--- src/rtl/bcx_pkg.sv ---
// Shared definitions for the SHA result-checker slice: bus widths, the
// default nonce width and the checker FSM state encoding.
package bcx_pkg;

  localparam int unsigned HASH_W      = 256;
  localparam int unsigned DIFF_W      = 32;
  localparam int unsigned NONCE_W_DEF = 32;

  typedef enum logic [1:0] {
    ST_IDLE   = 2'd0,
    ST_SEARCH = 2'd1,
    ST_REPORT = 2'd2,
    ST_DONE   = 2'd3
  } checker_state_t;

endpackage

--- src/rtl/sha_result_checker_compact_target.sv ---
// Expands a compact difficulty word (exponent [31:24], mantissa [23:0])
// into the full 256-bit target. Purely combinational.
// Ports:
//   i_difficulty - compact target word
//   o_target_c   - expanded 256-bit target
module compact_target
  import bcx_pkg::*;
(
  input  logic [DIFF_W-1:0] i_difficulty,
  output logic [HASH_W-1:0] o_target_c
);

  logic [7:0]        w_exp;
  logic [HASH_W-1:0] w_mant;
  logic [4:0]        w_bytes;

  // Exponent counts bytes; the mantissa sits at exponent 3.
  always_comb begin
    w_exp      = i_difficulty[DIFF_W-1 -: 8];
    w_mant     = HASH_W'(i_difficulty[23:0]);
    w_bytes    = '0;
    o_target_c = '1;
    if (w_exp > 8'd32) begin
      o_target_c = '1;
    end else if (w_exp <= 8'd3) begin
      w_bytes    = 5'(8'd3 - w_exp);
      o_target_c = w_mant >> {w_bytes, 3'b000};
    end else begin
      w_bytes    = 5'(w_exp - 8'd3);
      o_target_c = w_mant << {w_bytes, 3'b000};
    end
  end

endmodule

--- config.mk ---
export PLATFORM = sky130hd
export DESIGN_NAME = compact_target
export DESIGN_NICKNAME = d
export VERILOG_FILES = /design/src/rtl/bcx_pkg.sv /design/src/rtl/sha_result_checker_compact_target.sv
export SDC_FILE = /design/constraint.sdc
export NUM_CORES = 1
export LEC_CHECK = 0
export CAP_MARGIN = 10
export CORE_AREA = 2 2 110 112
export DETAILED_ROUTE_END_ITERATION = 16
export DIE_AREA = 0 0 112 114
export PLACE_DENSITY = 0.73
export SLEW_MARGIN = 20
export SYNTH_ARGS = -nofsm -noshare
export SYNTH_HDL_FRONTEND = slang
export SYNTH_SLANG_ARGS = --single-unit
--- constraint.sdc ---
create_clock -name vclk -period 3.21
set_input_delay 0.4815 -clock vclk [all_inputs]
set_output_delay 0.4815 -clock vclk [all_outputs]
set_load 0.005 [all_outputs]
# ---- After elaboration in Yosys (flattened, before gate mapping)
# Index checks and enable logic that the tools add are counted.
dict set report op_classes {
  addsub 2
  order_cmp 2
  shifts 2
  mux 2
}
# op count
set ops {}
lappend ops {{$mux W256} 2}
lappend ops {{$shl A24 B8 Y256} 1}
lappend ops {{$shr A24 B8 Y256} 1}
lappend ops {{$gt A8 B6 Y1 const B} 1}
lappend ops {{$le A8 B2 Y1 const B} 1}
lappend ops {{$sub A2 B5 Y5 const A} 1}
lappend ops {{$sub A5 B2 Y5 const B} 1}
dict set report word_totals {
  ff_bits 0
  output_inout_bits 256
  word_cells 8
}

# ---- Logic depth before layout (Yosys ltp)
dict set report logic_depth {
  depth_word 4
  depth_mapped 9
  depth_no_buf 6
}

# ---- Worst setup path after synthesis
# Ideal clock, no wire load.
dict set report synth_timing {
  kind {input -> output}
  startpoint {input port i_difficulty[24]}
  endpoint {output port o_target_c[128]}
  t_arrival_ns 2.340
  t_required_ns 2.728
  slack_ns 0.388
  path_stages 9
  n_path_buf 4
  cell_sequence {buf_2 inv_1 clkbuf_1 ha_1 nand3_1 a211oi_1 clkbuf_1 buf_1 o221ai_1}
}
dict set report synth_between {
  elab_chain_len 4
  elab_cells_between_ends 8
}
# item line_no
set synth_rtl {}
lappend synth_rtl {{start, declared} sha_result_checker_compact_target.sv:9} ;# input logic [DIFF_W-1:0] i_difficulty,
lappend synth_rtl {{$sub A5 B2 Y5 / $sub A2 B5 Y5 (equally long branches)} {sha_result_checker_compact_target.sv:29, sha_result_checker_compact_target.sv:26}}
lappend synth_rtl {{$shl A24 B8 Y256 / $shr A24 B8 Y256 (equally long branches)} {sha_result_checker_compact_target.sv:30, sha_result_checker_compact_target.sv:27}}
lappend synth_rtl {{$mux W256} sha_result_checker_compact_target.sv:25} ;# end else if (w_exp <= 8'd3) begin
lappend synth_rtl {{$mux W256 (*)} sha_result_checker_compact_target.sv:23} ;# if (w_exp > 8'd32) begin
lappend synth_rtl {{end, declared} sha_result_checker_compact_target.sv:10} ;# output logic [HASH_W-1:0] o_target_c
# Mark *: on every way between the ends. The rest lies on a longest branch, timed or not.

# ---- Worst setup path in the final report
dict set report layout_timing {
  startpoint {input port i_difficulty[26]}
  endpoint {output port o_target_c[142]}
}
# The elaborated chain is that of the path after synthesis.

==> metrics.yaml <==
status: "finished with violations"
failed_checks: "negative setup slack"
synth-simple-area-share_pct: 17.2
cp_max_fo: 7
required_ps: 2730
yosys.area.top_type: "o21ai_0"
nClkBuffers: 0
grt_pass1_wl_mm: 33.5
hp-class: "input port to output port"
rsz0062_at_grt: "yes"
p_per_area_mw_per_mm2: 154
grt_start_max_net_pins: 44
synth_top_family_by_area: "compound AO/OA/AOI/OAI gates"
placed_cells: 1067
final_hold_viol_count: 0
portBuffers: 288
drv_cap: 0
vias: 6529
syn-cell-area_mm2: 0.00314
setup_viol: 5
synth_area_leaders: "o21ai_0 32%, o221ai_1 15%, mux2i_1 11%, a21oi_1 6.4%, clkbuf_1 6.3%"
synth_xor_xnor_area_share_pct: 1.63
muxShareOfSynthArea_pct: 10.5
gp_congestion: 0.978
synth.distinct_cells: 38
whs_ps: 1780
layout-drive-gt1-share_pct: 21.6
synth.top_cell.area_share_pct: 31.5
fin_ws_ps: -71.5
total_power_mw: 1.22
grtUsageTotal_pct: 32.5
vias_per_cell: 6.04
routed_wl_mm: 23.8
yosys.area_share.adder_pct: 1.19
wl_per_cell_um: 22.0
final_cells: 1081
avgSynthCellArea_um2: 5.66
design.die.area_mm2: 0.0128
drc: 0
die_w_um: 112
grt_remaining_overflow: 0
tns_ps: -149
final_nets: 971
row_count: 40
critPathKind: "input port to output port"
max_freq_mhz: 305
dieHeight_um: 114
seq_cells: 0
ys_warn_count: 0
post-dp-hpwl_mm: 17.2
slew_violations: 0
antenna_found_initial: 0
ff_latch_area_um2: 0
antenna_cells: 0
worstPathArrival_ps: 2800
startpoint_type: "input port"
syn2layout_area_growth_pct: 151
synth_compound_area_share_pct: 59.2
ant_nets: 0
peakVddDrop_mv: 0.0716
core_area_mm2: 0.0117
drtIter0Drc: 833
hold_buffers: 0
endpoint_kind: "output port"
initial_core_util_pct: 26.8
tightest_slew_ps: 650
synth_nets: 590
syn_inst: 555
maxSlewHeadroom_pct: 56.7
finalCritPeriodShare_pct: 102
firstDrtPassIters: 6
io_pins: 288
grt_pass1_vias: 5936
p_leak_nw: 3.00
utilization_pct: 67.5
synth-seq-area-share_pct: 0
period_needed_ps: 3280
## area by class of cell
class	instances	area (um^2)
fillers	981	3810
inverters	15	56.3
multi-input cells	473	3060
well taps	147	184
repair buffers	446	4600
## metal layers
layer	routed length (um)	global-route usage [%]	up-vias
met4	1250	16.3	0
met5	0	0	-
met3	2080	3.83	104
met2	11200	54.6	478
li1	-	-	2904
met1	9280	41.2	3043
## power breakdown
part / internal (mW) / switching [mW] / leakage, nW / total, mW
registers: 0 / 0 / 0 / 0
clock network: 0 / 0 / 0 / 0
logic: 0.581 / 0.639 / 3.00 / 1.22
total: 0.581 / 0.639 / 3.00 / 1.22
## what timing repair did
item                                    in CTS  in global routing
setup buffers                                8                  1
cloned                                       3                  3
pin swaps                                    3                  2
hold endpoints to repair                     0                  0
endpoints found under the setup margin     256                218
gates resized for setup                     61                165
## per-stage QoR
stage | area (um^2) | setup slack [ps]
after floorplan | 3140 | 388
after global placement | 7170 | -487
after detailed placement | 7170 | -512
after CTS | 7470 | -27.7
after global routing | 7900 | -110
final | 7900 | -71.5
## logic make-up (layout without fill, tap and decap cells)
logic type,after synthesis,in the layout
AO/OA/AOI/OAI,321,321
multiplexers,33,33
XOR/XNOR,5,5
AND/OR/NAND/NOR,111,111
buffers and inverters,82,461
adder cells (fa/ha/maj),3,3
## worst max-delay path: stages
cell and delay [ps]:
dlygate4sd2_1 280, buf_4 200, nand4b_1 180, a21oi_1 350, o221ai_1 250, buf_4 220
o221ai_1 260, clkdlybuf4s50_1 570
## cell usage after synthesis (9+ instances only)
| cell | instances |
|---|---|
| inv_1 | 14 |
| a21oi_1 | 40 |
| a31oi_1 | 9 |
| buf_2 | 10 |
| nor2_1 | 38 |
| nand2b_1 | 11 |
| mux2i_1 | 33 |
| o21ai_0 | 198 |
| nand2_1 | 11 |
| o221ai_1 | 55 |
| nor3_1 | 32 |
| clkbuf_1 | 53 |
## cell usage in the layout (no fill, tap or decap), drive strengths merged, types with 2 or more instances in the layout
| master | n |
|---|---|
| o21ai | 206 |
| clkdlybuf4s50 | 157 |
| buf | 157 |
| dlymetal6s2s | 110 |
| o221ai | 55 |
| a21oi | 41 |
| nor2 | 38 |
| nor3 | 34 |
| mux2i | 33 |
| dlygate4sd2 | 19 |
| inv | 14 |
| nand2 | 11 |
| nand2b | 11 |
| a31oi | 9 |
| o211ai | 5 |
| nand3 | 4 |
| nand4 | 3 |
| ha | 3 |
| xnor2 | 3 |
| or2 | 3 |
| xor2 | 2 |
| nand3b | 2 |
| o22ai | 2 |
| clkbuf | 2 |
## final timing paths
kind | startpoint | to | slack (ps) | depth (start not counted)
max | i_difficulty[26] | o_target_c[142] | -70 | 8
min | i_difficulty[24] | o_target_c[8] | 1780 | 5
Power figures use the tool's default switching activity.
